`src/rtl/cva6_instr_sequencer.sv`:
```
// Program sequencer feeding the instruction port of cva6_processor_shim: a small writable
// program buffer issued in order under valid/ready, with a one-cycle bubble after each load/store.
module cva6_instr_sequencer #(
  parameter int unsigned PROG_DEPTH = 4,
  parameter int unsigned INSTR_W    = 32,
  parameter int unsigned PC_W       = 3
) (
  input  logic               clk_i,
  input  logic               rst_ni,
  input  logic               prog_we_i,
  input  logic [PC_W-2:0]    prog_waddr_i,
  input  logic [INSTR_W-1:0] prog_wdata_i,
  input  logic [PC_W-1:0]    prog_len_i,
  input  logic               start_i,
  input  logic               abort_i,
  output logic [INSTR_W-1:0] instr_o,
  output logic               instr_valid_o,
  input  logic               instr_ready_i,
  output logic               busy_o,
  output logic               done_o,
  output logic [PC_W-1:0]    pc_o,
  output logic [PC_W-1:0]    memop_cnt_o
);

  localparam int unsigned     AW        = $clog2(PROG_DEPTH);
  localparam logic [PC_W-1:0] DEPTH_PC  = PC_W'(PROG_DEPTH);
  localparam logic [6:0]      OPC_LOAD  = 7'b0000011;
  localparam logic [6:0]      OPC_STORE = 7'b0100011;

  typedef enum logic [1:0] {
    IDLE,
    ISSUE,
    BUBBLE,
    DONE
  } state_e;

  state_e              state_q, state_d;
  logic [PC_W-1:0]     pc_q, pc_d;
  logic [PC_W-1:0]     len_q, len_d;
  logic [PC_W-1:0]     memop_q, memop_d;
  logic [PC_W-1:0]     pc_inc;
  logic [PC_W-1:0]     start_len;
  logic [INSTR_W-1:0]  prog_mem [PROG_DEPTH];
  logic [INSTR_W-1:0]  cur_instr;
  logic                is_memop;
  logic                transfer;

  // NOTE: the program buffer has no reset; clearing a memory array costs a mux per bit for no benefit.
  always_ff @(posedge clk_i) begin
    if (prog_we_i && (state_q == IDLE)) begin
      prog_mem[prog_waddr_i] <= prog_wdata_i;
    end
  end

  assign cur_instr = prog_mem[pc_q[AW-1:0]];
  assign is_memop  = (cur_instr[6:0] == OPC_LOAD) || (cur_instr[6:0] == OPC_STORE);
  assign transfer  = instr_valid_o && instr_ready_i;
  assign pc_inc    = pc_q + PC_W'(1);
  assign start_len = (prog_len_i > DEPTH_PC) ? DEPTH_PC : prog_len_i;

  // NOTE: every always_comb output gets a default first, so no path can infer a latch.
  always_comb begin
    state_d = state_q;
    pc_d    = pc_q;
    len_d   = len_q;
    memop_d = memop_q;
    if (abort_i) begin
      // A transfer in this cycle is accepted by the shim but not counted here.
      state_d = IDLE;
      pc_d    = '0;
    end else begin
      unique case (state_q)
        IDLE: begin
          if (start_i) begin
            len_d   = start_len;
            pc_d    = '0;
            memop_d = '0;
            state_d = (start_len == '0) ? DONE : ISSUE;
          end
        end
        ISSUE: begin
          if (transfer) begin
            pc_d = pc_inc;
            if (is_memop) begin
              memop_d = memop_q + PC_W'(1);
            end
            // The final entry ends the run even if it is a memory op: no trailing bubble.
            if (pc_inc == len_q) begin
              state_d = DONE;
            end else if (is_memop) begin
              state_d = BUBBLE;
            end else begin
              state_d = ISSUE;
            end
          end
        end
        BUBBLE:  state_d = ISSUE;
        DONE:    state_d = IDLE;
        default: state_d = IDLE;
      endcase
    end
  end

  // NOTE: sequential state uses non-blocking assignments so all registers update together.
  always_ff @(posedge clk_i or negedge rst_ni) begin
    if (!rst_ni) begin
      state_q <= IDLE;
      pc_q    <= '0;
      len_q   <= '0;
      memop_q <= '0;
    end else begin
      state_q <= state_d;
      pc_q    <= pc_d;
      len_q   <= len_d;
      memop_q <= memop_d;
    end
  end

  assign instr_valid_o = (state_q == ISSUE);
  assign instr_o       = (state_q == ISSUE) ? cur_instr : '0;
  assign busy_o        = (state_q != IDLE);
  assign done_o        = (state_q == DONE);
  assign pc_o          = pc_q;
  assign memop_cnt_o   = memop_q;

`ifndef SYNTHESIS
  stall_hold_a: assert property (@(posedge clk_i) disable iff (!rst_ni)
    (instr_valid_o && !instr_ready_i && !abort_i) |=>
      (instr_valid_o && $stable(instr_o) && $stable(pc_o)));

  len_bound_a: assert property (@(posedge clk_i) disable iff (!rst_ni)
    len_q <= DEPTH_PC);
`endif

endmodule

```
`config.mk`:
```
export PLATFORM = sky130hd
export DESIGN_NAME = cva6_instr_sequencer
export DESIGN_NICKNAME = d
export VERILOG_FILES = /design/src/rtl/cva6_instr_sequencer.sv
export SDC_FILE = /design/constraint.sdc
export NUM_CORES = 1
export LEC_CHECK = 0
export CORE_AREA = 4 4 101 122
export DETAILED_ROUTE_END_ITERATION = 6
export DIE_AREA = 0 0 105 126
export PLACE_DENSITY_LB_ADDON = 0.05
export SLEW_MARGIN = 20
export SYNTH_ARGS = -nofsm -noshare
export SYNTH_HDL_FRONTEND = slang
export SYNTH_SLANG_ARGS = --single-unit
export TNS_END_PERCENT = 100
```
`constraint.sdc`:
```
create_clock -name clk_i -period 4.7 [get_ports clk_i]
set_input_delay 0.94 -clock clk_i [delete_from_list [all_inputs] [get_ports clk_i]]
set_output_delay 0.94 -clock clk_i [all_outputs]
set_load 0.05 [all_outputs]
```
=== Yosys cells after proc, flatten, opt, wreduce, memory -nomap -nowiden ===
Memory sizes are Yosys's and may differ from the RTL's.
Cells that the tools add are included.

* Register bits after elaboration: 11
* Memory bits (writable): 128
* Input bits: 43
* Memories kept: 1

* Add/sub/neg operators: 2
* Magnitude comparators: 1
* Equal/unequal tests: 11
* Muxes and demuxes: 18
* Bitwise operators: 1
* Reduce and logical (&&, ||, !) cells: 12

{| class="wikitable"
|+ Memories
! memory !! words !! width !! rd ports !! clocked after Yosys merged registers in !! write ports !! RTL line !! text
|-
| prog_mem || 4 || 32 || 1 || 0 || 1 || 43 || <nowiki>logic [INSTR_W-1:0] prog_mem [PROG_DEPTH];</nowiki>
|}

{| class="wikitable"
|+ Operators with widths
! operator !! number
|-
| 32-bit 2-to-1 mux || 1
|-
| 3-bit 2-to-1 mux || 6
|-
| 2-bit 2-to-1 mux || 6
|-
| 3-bit one-hot mux with 2 select lines || 2
|-
| 2-bit one-hot mux with 4 select lines || 1
|-
| 7-bit by 2-bit equality test with 1-bit output, second input constant || 1
|-
| 7-bit by 6-bit equality test with 1-bit output, second input constant || 1
|-
| 3-bit by 1-bit adder with 3-bit output, second input constant || 2
|-
| 3-bit AND reduction || 2
|-
| 5-bit AND reduction || 1
|-
| 2-bit equality test, second input constant || 2
|-
| 2-bit by 1-bit inequality test with 1-bit output, second input constant || 2
|-
| 2-bit nonzero test || 2
|-
| 3-bit equality test || 1
|-
| 3-bit greater-than comparator, second input constant || 1
|-
| 3-bit logical NOT || 1
|-
| 3-bit by 2-bit inequality test with 1-bit output, second input constant || 1
|-
| 3-bit inequality test, second input constant || 1
|-
| 3-bit nonzero test || 1
|-
| 2-bit by 1-bit equality test with 1-bit output, second input constant || 1
|-
| 1-bit logical AND || 2
|-
| 2-bit logical NOT || 1
|-
| 1-bit 2-to-1 mux || 2
|-
| 2-bit inequality test, second input constant || 1
|-
| 3 further kinds || 3
|}

=== Depth between registers and ports, before layout ===
Gate-level depths: netlist (run 1).
An unclocked memory read counts as a cell.

* Depth after elaboration: 8
* Gate-level depth with buffers: 7

=== Least setup slack after synthesis (run 1) ===
No wires, ideal clock.

* Path type: input port to flip-flop
* Start: in prog_we_i
* End: mem prog_mem[0][0], enable pin
* Library setup time: 0.468 ns
* Arrival: 3.489 ns
* Data required time: 4.232 ns
* Setup slack: 0.743 ns
* Stages: 2
* Path buffers: 0
* Path through: and2_1 nor3b_1

* Word-level cells in the longest chain between the ends: 3

{| class="wikitable"
|+ Ends and longest elaborated chain
! item !! RTL line !! text
|-
| from (decl) || 10 || <nowiki>input logic prog_we_i,</nowiki>
|-
| 1-bit logical AND || 50 || <nowiki>if (prog_we_i && (state_q == IDLE)) begin</nowiki>
|-
| 1-bit 2-to-1 mux || 50 ||
|-
| 1-bit 2-to-1 mux (not written as such) || 51 || <nowiki>prog_mem[prog_waddr_i] <= prog_wdata_i;</nowiki>
|-
| to (decl) || 43 ||
|}

No other way between the ends.

=== Worst setup path in the final report (run 1) ===
* Start: reg state_q[0]
* End: out instr_o[14]

* Word-level cells in the longest chain between the ends: 2

{| class="wikitable"
|+ Ends and longest elaborated chain
! item !! RTL line !! text
|-
| from (decl) || 37 || <nowiki>state_e state_q, state_d;</nowiki>
|-
| from (signal assigned) || 112 || <nowiki>state_q <= state_d;</nowiki>
|-
| 2-bit by 1-bit equality test with 1-bit output || 120 || <nowiki>assign instr_o = (state_q == ISSUE) ? cur_instr : '0;</nowiki>
|-
| 32-bit 2-to-1 mux || 120 ||
|-
| to (decl) || 16 || <nowiki>output logic [INSTR_W-1:0] instr_o,</nowiki>
|}

No other way between the ends.

==> metrics.txt, run 1 <==
Antenna Nets Post-Route 0; largest net degree at the start of global routing 36; number of buffer and inverter stages on the critical path 2; most common library cell in the layout ignoring fill and taps sky130_fd_sc_hd__edfxtp_1; routability congestion estimate 0.8029; Die Width 105 um; Setup TNS 0 ns; xor-xnor portion of the synthesized cell area 0.007495; number of maximum-capacitance constraint violations 0; Max FO, Critical Path 35; Post-Syn Nets 325; final critical-path share of the clock period 0.8260; slowest stage cell on the critical path sky130_fd_sc_hd__clkinv_1; Starting Density 0.4992; clock transition at the register clock pins on the worst setup and hold paths after CTS around 0.06 ns; global-route wire length before repair 16590 um; amount of wire on met2 after detailed routing 5198 um; Initial DRT Pass Iterations 4; number of sinks on the clock net between 100 and 150; number of global-route vias before repair 3065; mapped cell area about 5500 um^2; worst hold start len_q[0]$_DFFE_PN0P_; hold-fix buffer count after cts 0; worst clock skew between 0.006 and 0.007 ns; Resized cells post-CTS 0; maximum achievable frequency between 200 and 300 MHz; Worst IR Drop VDD around 0.24 mV; Critical Path Source state_q[0]$_DFFE_PN0P_; Routed Wire Length 10360 um; Setup violations, final 0; total vias in the final route 2854; # DRC 0; multiplexer fraction of the synthesized cell area 0.1365; Ant. Diodes 0; Port Buffers between 80 and 90; worst setup path category reg -> out; final worst path period need 3.882 ns; EDFF count, synth roughly 130; smallest setup slack after layout 0.8180 ns; Req. time, crit path 3.76 ns; # H-tree levels 4; maximum count of clock buffers along a single path 2; Placeable Area 11040 um^2; Post-Synth Adder-Cell Area 0.004542; overall fraction of global-route tracks in use 0.1671; final number of hold-violating endpoints 0; overall die height 126 um; Ys Warns 0; uppermost layer routed met4; FF+latch count, synth 139; clock latency at the later pin of the worst-skew pair 0.40 ns; Gate Count Post-Synth 280; average wire per standard cell between 15 and 20 um; max-slew headroom at the worst pin 0.2732; worst path cell trace nand2b_1 > clkinv_1 > and2_1 > clkdlybuf4s50_1; worst hold path type reg -> reg; Num CTS Buffers 17; nature of the critical path startpoint register; static leakage power 2.310 nW; Critical Path Sink Type output pin; met1 wire length 4528 um; Top Family by Delay on Critical Path buffers and inverters; clock tree from TritonCTS done; buffers inserted during post-CTS setup optimization 0; startpoint of the worst register-to-register path pc_o[1]$_DFFE_PN0P_; mean instance size in the synthesized netlist 19.68 um^2; delay of the slowest cell on the worst path 0.78 ns; ratio of cells with drive above 1 in the final layout 0.1865; Worst Max-Slew Pin Slew roughly 1.1 ns; most used flip-flop cell after synthesis sky130_fd_sc_hd__edfxtp_1; Routed met3 length 530 um; Clock Root Buffer sky130_fd_sc_hd__clkbuf_16; Seq/Total Area, Yosys 0.7477; synthesis-to-finish area growth 28.53%; routed via count divided by cell count 5.510; simple-gate share of the synthesized area 0.07608; number of unique standard cell types used by synthesis 37; compound-cell area share of the yosys netlist 0.01544; ys async rst share 0.07914; status finished clean; fin. max-slew vios 0; RSZ-0062 raised after global routing no; count of standard-cell rows between 40 and 50; worst hold slack 0.5079 ns; half-perimeter wire length after placement 6066 um; initial antenna violation count 0; largest family of logic cells by synthesized area multiplexers; minimum setup slack after placement 1.284 ns; power density over the cells ~430 nW/um^2; arrival time of data at the critical path endpoint 2.94 ns; violation count after the first detailed-routing iteration ~150; number of I/O pins 84; commonest cells after routing, fill and taps aside sky130_fd_sc_hd__edfxtp_1, sky130_fd_sc_hd__clkdlybuf4s50_1, sky130_fd_sc_hd__and2_1, sky130_fd_sc_hd__mux4_2, sky130_fd_sc_hd__clkbuf_16; net total in the final layout approximately 420; area of the die 13230 um^2; global route total overflow 0
-- Yosys cell counts (2+ instances only) --
cell	n	area, um^2
sky130_fd_sc_hd__nand3b_1	2	15.01
sky130_fd_sc_hd__nand2b_1	4	25.02
sky130_fd_sc_hd__or2_1	2	12.51
sky130_fd_sc_hd__ha_1	2	25.02
sky130_fd_sc_hd__a21oi_1	3	15.01
sky130_fd_sc_hd__buf_2	3	15.01
sky130_fd_sc_hd__and2_1	35	219.0
sky130_fd_sc_hd__nor3_1	2	10.01
sky130_fd_sc_hd__nand2_1	8	30.03
sky130_fd_sc_hd__nor2_1	12	45.04
sky130_fd_sc_hd__dfrtp_1	11	275.3
sky130_fd_sc_hd__mux4_2	32	720.7
sky130_fd_sc_hd__o21ai_1	2	10.01
sky130_fd_sc_hd__mux2i_1	2	20.02
sky130_fd_sc_hd__o21ai_0	2	10.01
sky130_fd_sc_hd__o31ai_1	2	15.01
sky130_fd_sc_hd__inv_1	3	11.26
sky130_fd_sc_hd__edfxtp_1	128	3844
sky130_fd_sc_hd__clkbuf_1	7	26.28
-- metal layers --
layer | GRT usage | vias up
met1 | 0.2155 | 1458
li1 | - | 1302
met5 | 0 | -
met4 | 0.05405 | 0
met2 | 0.2724 | 84
met3 | 0.05271 | 10
-- final timing paths --
check	endpoint	depth (start not counted)	slack, ns
min in group asynchronous	len_q[2]$_DFFE_PN0P_	1	0.91
min reg2reg	len_q[0]$_DFFE_PN0P_	2	0.51
max in group asynchronous	pc_o[0]$_DFFE_PN0P_	1	3.36
max	instr_o[14]	4	0.82
min	len_q[0]$_DFFE_PN0P_	2	0.51
max reg2reg	memop_cnt_o[0]$_DFFE_PN0P_	4	1.91
-- flip-flops by register name, summed over array words and instances, names as in the netlist --
signal / flops
prog_mem: 128
len_q: 3
memop_cnt_o: 3
pc_o: 3
state_q: 2
-- logic make-up (layout without fill, tap and decap cells) --
| kind of cell | after synthesis | count (layout) |
|---|---|---|
| flip-flops | 139 | 139 |
| AND/OR/NAND/NOR | 73 | 73 |
| multiplexers | 35 | 35 |
| buffers and inverters | 15 | 121 |
| AO/OA/AOI/OAI | 13 | 13 |
| XOR/XNOR | 3 | 3 |
| adder cells (fa/ha/maj) | 2 | 2 |
-- where the power goes --
group	internal [W]	switching (W)	leakage (nW)
sequential	0.00140	0.0000263	1.31
combinational	0.000176	0.000258	0.750
clock	0.000727	0.000488	0.254
-- final cells by class --
type                       count  area [um^2]
timing repair buffer          86        885.9
tap                          132        165.2
inverter                       3        11.26
multi-input combinational    126         1344
fill                         804         3955
clock buffer                  18        429.2
clock inverter                14        123.9
sequential                   139         4121
-- per-stage QoR --
stage / std cells / area (um^2) / power [W] / util
3_5_place_dp: 485 / 6500 / 0.001891 / 0.5890
5_1_grt: 518 / 7081 / 0.003196 / 0.6416
2_1_floorplan: 280 / 5509 / 0.001723 / -
4_1_cts: 517 / 7053 / 0.003109 / 0.6391
3_3_place_gp: 485 / 6500 / 0.001885 / 0.5890
6_report: 518 / 7081 / 0.003077 / 0.6416
-- tightest hold or removal path, stage by stage (launching register included) --
cell and delay [ns]:
sky130_fd_sc_hd__dfrtp_1 0.36, sky130_fd_sc_hd__nand2_1 0.05, sky130_fd_sc_hd__o21ai_1 0.06
Power figures use the tool's default switching activity.
==> run 2: changes to the inputs <==
Clock period 4.7 ns to 4 ns, I/O delays scaled along.
==> metrics.txt, run 2 (synthesis results as in run 1) <==
max-slew headroom at the worst pin 0.3840 (+0.1108); commonest cells after routing, fill and taps aside sky130_fd_sc_hd__edfxtp_1, sky130_fd_sc_hd__clkdlybuf4s50_1, sky130_fd_sc_hd__and2_1, sky130_fd_sc_hd__mux4_2, sky130_fd_sc_hd__clkbuf_16; Port Buffers 83 (unchanged); hold-fix buffer count after cts 0 (unchanged); Placeable Area 11040 um^2 (unchanged); depth of the most critical reg-to-reg path 5 (+1); RR Endpoint memop_cnt_o[0]$_DFFE_PN0P_; Initial DRT Pass Iterations 5 (+1); number of global-route vias before repair 3067 (+0.065%); Critical Path Sink Type output pin; Clock Root Buffer sky130_fd_sc_hd__clkbuf_16; maximum count of clock buffers along a single path 2 (unchanged); number of maximum-capacitance constraint violations 0 (unchanged); register ranked first by flip-flop count prog_mem; synthesis-to-finish area growth 29.41%; worst hold path depth 2 (unchanged); worst setup path category reg -> out; final critical-path share of the clock period 0.9283; worst hold start len_q[0]$_DFFE_PN0P_; RSZ-0062 raised after global routing no; nature of the critical path startpoint register; clock transition at the register clock pins on the worst setup and hold paths after CTS 0.06 ns (about the same); status finished clean; global route total overflow 0 (unchanged); area of the die 13230 um^2 (unchanged); post-route total power 0.003744 W (+22%); count of standard-cell rows 42 (unchanged); violation count after the first detailed-routing iteration 189 (+23%); most common library cell in the layout ignoring fill and taps sky130_fd_sc_hd__edfxtp_1; final number of hold-violating endpoints 0 (unchanged); Req. time, crit path 3.20 ns (-0.56 ns); average wire per standard cell 19.94 um (-0.28%); routed via count divided by cell count 5.459 (-0.92%); # H-tree levels 4 (unchanged); Antenna Nets Post-Route 0 (unchanged); Setup violations, final 0 (unchanged); endpoint of the worst hold-timing path len_q[0]$_DFFE_PN0P_; Reg2Reg Setup Slack 1.24 ns (-0.67 ns); Die Width 105 um (unchanged); Routed Wire Length 10390 um (+0.30%); number of flip-flops under the largest register name 128 (unchanged); number of I/O pins 84 (unchanged); Max FO, Critical Path 35 (unchanged); power density over the cells 525.2 nW/um^2 (+21%); static leakage power 2.350 nW (+1.7%); clock latency at the later pin of the worst-skew pair 0.41 ns (about the same); net total in the final layout 421 (+0.72%); largest net degree at the start of global routing 36 (unchanged); Num CTS Buffers 17 (unchanged); final worst path period need 3.713 ns; half-perimeter wire length after placement 6088 um (+0.36%); buffers inserted during post-CTS setup optimization 0 (unchanged); Starting Density 0.4992 (unchanged); overall fraction of global-route tracks in use 0.1685 (+0.001449); arrival time of data at the critical path endpoint 2.91 ns (-0.03 ns); clock tree from TritonCTS done; overall die height 126 um (unchanged); fin. max-slew vios 0 (unchanged); ratio of cells with drive above 1 in the final layout 0.1954 (+0.008844); Resized cells post-CTS 0 (unchanged); routability congestion estimate 0.8380 (+4.4%); Worst Max-Slew Pin Slew 0.9183 ns (-0.1693 ns); Worst IR Drop VDD 0.3064 mV (+27%); worst hold path type reg -> reg; Ant. Diodes 0 (unchanged); maximum achievable frequency about 270 MHz; worst hold slack 0.5140 ns (+0.006025 ns); startpoint of the worst register-to-register path pc_o[0]$_DFFE_PN0P_; # DRC 0 (unchanged); global-route wire length before repair 16750 um (+0.92%); Setup TNS 0 ns (unchanged); number of sinks on the clock net 139 (unchanged); initial antenna violation count 0 (unchanged); total vias in the final route 2844 (-0.35%); worst clock skew 0.01393 ns (+0.007788 ns)
## run 2: cell types whose count changed in the layout (fill, tap and decap cells not counted)
cell | previous run | this run
sky130_fd_sc_hd__buf_4 | 1 | 5
sky130_fd_sc_hd__bufinv_16 | 1 | 3
sky130_fd_sc_hd__clkinvlp_4 | 5 | 3
sky130_fd_sc_hd__buf_16 | 1 | 0
sky130_fd_sc_hd__clkinv_1 | 3 | 2
sky130_fd_sc_hd__clkinv_2 | 1 | 2
## run 2: area by class of cell
cell class / instances / area [um^2]
clock buffers: 18 / 429.2
inverters: 3 / 11.26
fillers: 777 / 3906
well taps: 132 / 165.2
clock inverters: 14 / 170.2
flip-flops and latches: 139 / 4121
multi-input cells: 126 / 1344
repair buffers: 89 / 888.4
## run 2: power by group
part	switching (W)	internal (W)	total, W
combinational	0.000306	0.000204	0.000511
sequential	0.0000247	0.00165	0.00167
clock	0.000579	0.000982	0.00156
## run 2: critical path, stage by stage (launching register included)
cell and delay [ns]:
sky130_fd_sc_hd__dfrtp_1 0.45, sky130_fd_sc_hd__nand2b_1 0.15, sky130_fd_sc_hd__clkinv_1 0.73, sky130_fd_sc_hd__and2_1 0.45, sky130_fd_sc_hd__clkdlybuf4s50_1 0.71
## run 2: per-stage QoR
step                      worst slack (ns)  cells  instance area [um^2]  utilization
after floorplan                     0.1829    280                  5509            -
after global placement              0.7762    489                  6530       0.5917
after CTS                           0.2752    521                  7129       0.6460
after detailed placement            0.7269    489                  6530       0.5917
after global routing              0.008344    521                  7129       0.6460
final                               0.2868    521                  7129       0.6460
## run 2: worst max-delay path by stage
stage	start	end	slack [ns]	cells past startpoint
after floorplan	prog_we_i	prog_mem[0][0]$_DFFE_PP_	0.18	2
after global placement	state_q[1]$_DFFE_PN0P_	instr_o[14]	0.78	4
after detailed placement	state_q[1]$_DFFE_PN0P_	instr_o[12]	0.73	4
after CTS	state_q[1]$_DFFE_PN0P_	instr_o[16]	0.28	4
after global routing	state_q[1]$_DFFE_PN0P_	instr_o[13]	0.008	4
final	state_q[0]$_DFFE_PN0P_	instr_o[16]	0.29	4
## run 2: routing by layer
metal | share of wire | vias up | wire, um | global-route usage
li1 | - | 1309 | - | -
met1 | 0.42 | 1438 | 4364 | 0.2157
met2 | 0.51 | 90 | 5310 | 0.2765
met3 | 0.059 | 7 | 611 | 0.05067
met4 | 0.010 | 0 | 104 | 0.05792
met5 | 0 | - | 0 | 0
==> run 3: changes to the inputs <==
Settings changed: CORE_AREA 4 4 101 122 to 4 4 107 129, DIE_AREA 0 0 105 126 to 0 0 111 133.
==> metrics.txt, run 3 (synthesis results as in run 1) <==
delay of the slowest cell on the worst path 0.81 ns (+0.08 ns); final critical-path share of the clock period 0.9527 (+0.02443); max-slew headroom at the worst pin 0.3131 (-0.07094); Port Buffers 83 (unchanged); fill count 994 (+28%); register ranked first by flip-flop count prog_mem; Ant. Diodes 0 (unchanged); clock tree from TritonCTS done; static leakage power 2.359 nW (+0.38%); number of I/O pins 84 (unchanged); Clock Root Buffer sky130_fd_sc_hd__clkbuf_16; slowest stage cell on the critical path sky130_fd_sc_hd__clkinv_1; Non-Filler Cell Area, Final 7204 um^2 (+1.1%); endpoint of the worst hold-timing path len_q[1]$_DFFE_PN0P_; Worst Max-Slew Pin Slew 1.024 ns (+0.1058 ns); Worst IR Drop VDD 0.3063 mV (about the same); Reg2Reg Setup Slack 1.42 ns (+0.18 ns); area of the die 14760 um^2 (+12%); Placeable Area 12560 um^2 (+14%); Die Width 111 um (+5.7%); hold-fix buffer count after cts 0 (unchanged); area of the multi-input gates 1344 um^2 (unchanged); worst clock skew 0.006464 ns (-0.007461 ns); count of standard-cell rows 45 (+7.1%); overall die height 133 um (+5.6%); clock latency at the later pin of the worst-skew pair 0.40 ns (about the same); clock transition at the register clock pins on the worst setup and hold paths after CTS 0.06 ns (about the same); Num CTS Buffers 17 (unchanged); synthesis-to-finish area growth 30.77%; maximum count of clock buffers along a single path 2 (unchanged); fin. max-slew vios 0 (unchanged); total vias in the final route 2858 (+0.49%); number of sinks on the clock net 139 (unchanged); buffers inserted during post-CTS setup optimization 0 (unchanged); most common library cell in the layout ignoring fill and taps sky130_fd_sc_hd__edfxtp_1; worst hold slack 0.5180 ns (+0.004022 ns); net total in the final layout 422 (+0.24%); average wire per standard cell 19.02 um (-4.6%); arrival time of data at the critical path endpoint 3.01 ns (+0.10 ns); Starting Density 0.4388 (-0.06044); utilization after layout 0.5738 (-0.07224); number of flip-flops under the largest register name 128 (unchanged); initial antenna violation count 0 (unchanged); global-route wire length before repair 16670 um (-0.45%); # DRC 0 (unchanged); Critical Path Sink Type output pin; power density over the cells 521.0 nW/um^2 (-0.80%); RR Endpoint memop_cnt_o[0]$_DFFE_PN0P_; number of maximum-capacitance constraint violations 0 (unchanged); violation count after the first detailed-routing iteration 136 (-28%); commonest cells after routing, fill and taps aside sky130_fd_sc_hd__edfxtp_1, sky130_fd_sc_hd__clkdlybuf4s50_1, sky130_fd_sc_hd__and2_1, sky130_fd_sc_hd__mux4_2, sky130_fd_sc_hd__clkbuf_16; half-perimeter wire length after placement 6256 um (+2.8%); largest net degree at the start of global routing 36 (unchanged); Max FO, Critical Path 35 (unchanged); register cell area after layout 4121 um^2 (unchanged); worst hold path depth 2 (unchanged); routability congestion estimate 0.8007 (-4.5%); Req. time, crit path 3.20 ns (about the same); Resized cells post-CTS 0 (unchanged); worst hold path type reg -> reg; Initial DRT Pass Iterations 6 (+1); depth of the most critical reg-to-reg path 5 (unchanged); global route total overflow 0 (unchanged); routed via count divided by cell count 5.159 (-5.5%); startpoint of the worst register-to-register path pc_o[0]$_DFFE_PN0P_; final number of hold-violating endpoints 0 (unchanged); Routed Wire Length 10540 um (+1.4%); worst setup path category reg -> out; worst path cell trace nand2b_1 > clkinv_1 > and2_1 > clkdlybuf4s50_1; RSZ-0062 raised after global routing no; maximum achievable frequency 262.4 MHz (-2.6%); Setup violations, final 0 (unchanged); overall fraction of global-route tracks in use 0.1508 (-0.01769); ratio of cells with drive above 1 in the final layout 0.1949 (-0.0005010); final worst path period need 3.811 ns (+0.09773 ns); worst hold start len_q[1]$_DFFE_PN0P_; Antenna Nets Post-Route 0 (unchanged); # H-tree levels 4 (unchanged); post-route total power 0.003753 W (+0.25%); number of global-route vias before repair 3049 (-0.59%); status finished clean; instance area at placement 6603 um^2 (+1.1%); Setup TNS 0 ns (unchanged); nature of the critical path startpoint register
run 3: cell count changes in the layout (fill, tap and decap cells not counted):
cell	change
sky130_fd_sc_hd__buf_4	-1
sky130_fd_sc_hd__buf_12	+2
sky130_fd_sc_hd__clkinv_2	-2
sky130_fd_sc_hd__clkbuf_1	+1
sky130_fd_sc_hd__clkinv_4	+1
run 3: worst max-delay path by stage:
stage / startpoint / endpoint / slack (ns) / depth (start not counted)
global route: state_q[0]$_DFFE_PN0P_ / instr_o[22] / 0.009 / 4
global placement: state_q[1]$_DFFE_PN0P_ / instr_o[19] / 0.64 / 4
finish: state_q[0]$_DFFE_PN0P_ / instr_o[19] / 0.19 / 4
CTS: state_q[1]$_DFFE_PN0P_ / instr_o[19] / 0.18 / 4
detailed placement: state_q[1]$_DFFE_PN0P_ / instr_o[19] / 0.67 / 4
floorplan: prog_we_i / prog_mem[0][0]$_DFFE_PP_ / 0.18 / 2
run 3: worst max-delay path, delay by kind of cell (launching register included):
| family | cells | cell delay, ns |
|---|---|---|
| AND/OR/NAND/NOR | 2 | 0.62 |
| flip-flops | 1 | 0.45 |
| buffers and inverters | 2 | 1.53 |
run 3: stage by stage:
stage,setup slack [ns],std cells
floorplan,0.1829,280
global placement,0.6428,522
detailed placement,0.6725,522
CTS,0.1831,554
global route,0.008984,554
finish,0.1891,554
run 3: per-layer routing:
metal  share of wire  GRT usage  vias to the layer above
li1                -          -                     1310
met1            0.41     0.1845                     1451
met2            0.52     0.2490                       88
met3           0.056    0.05032                        9
met4           0.011    0.05886                        0
met5               0          0                        -
run 3: area by class of cell:
cell class | count | area share
repair buffers | 90 | 0.1278
well taps | 164 | 0.02848
clock inverters | 13 | 0.02345
multi-input cells | 126 | 0.1865
inverters | 3 | 0.001563
flip-flops and latches | 139 | 0.5721
clock buffers | 19 | 0.06009
run 3: report_power, final:
part           switching [W]  internal (W)  total, W
Clock               0.000578      0.000985   0.00156
Sequential         0.0000248       0.00165   0.00167
Combinational       0.000308      0.000210  0.000518
Total               0.000911       0.00284   0.00375
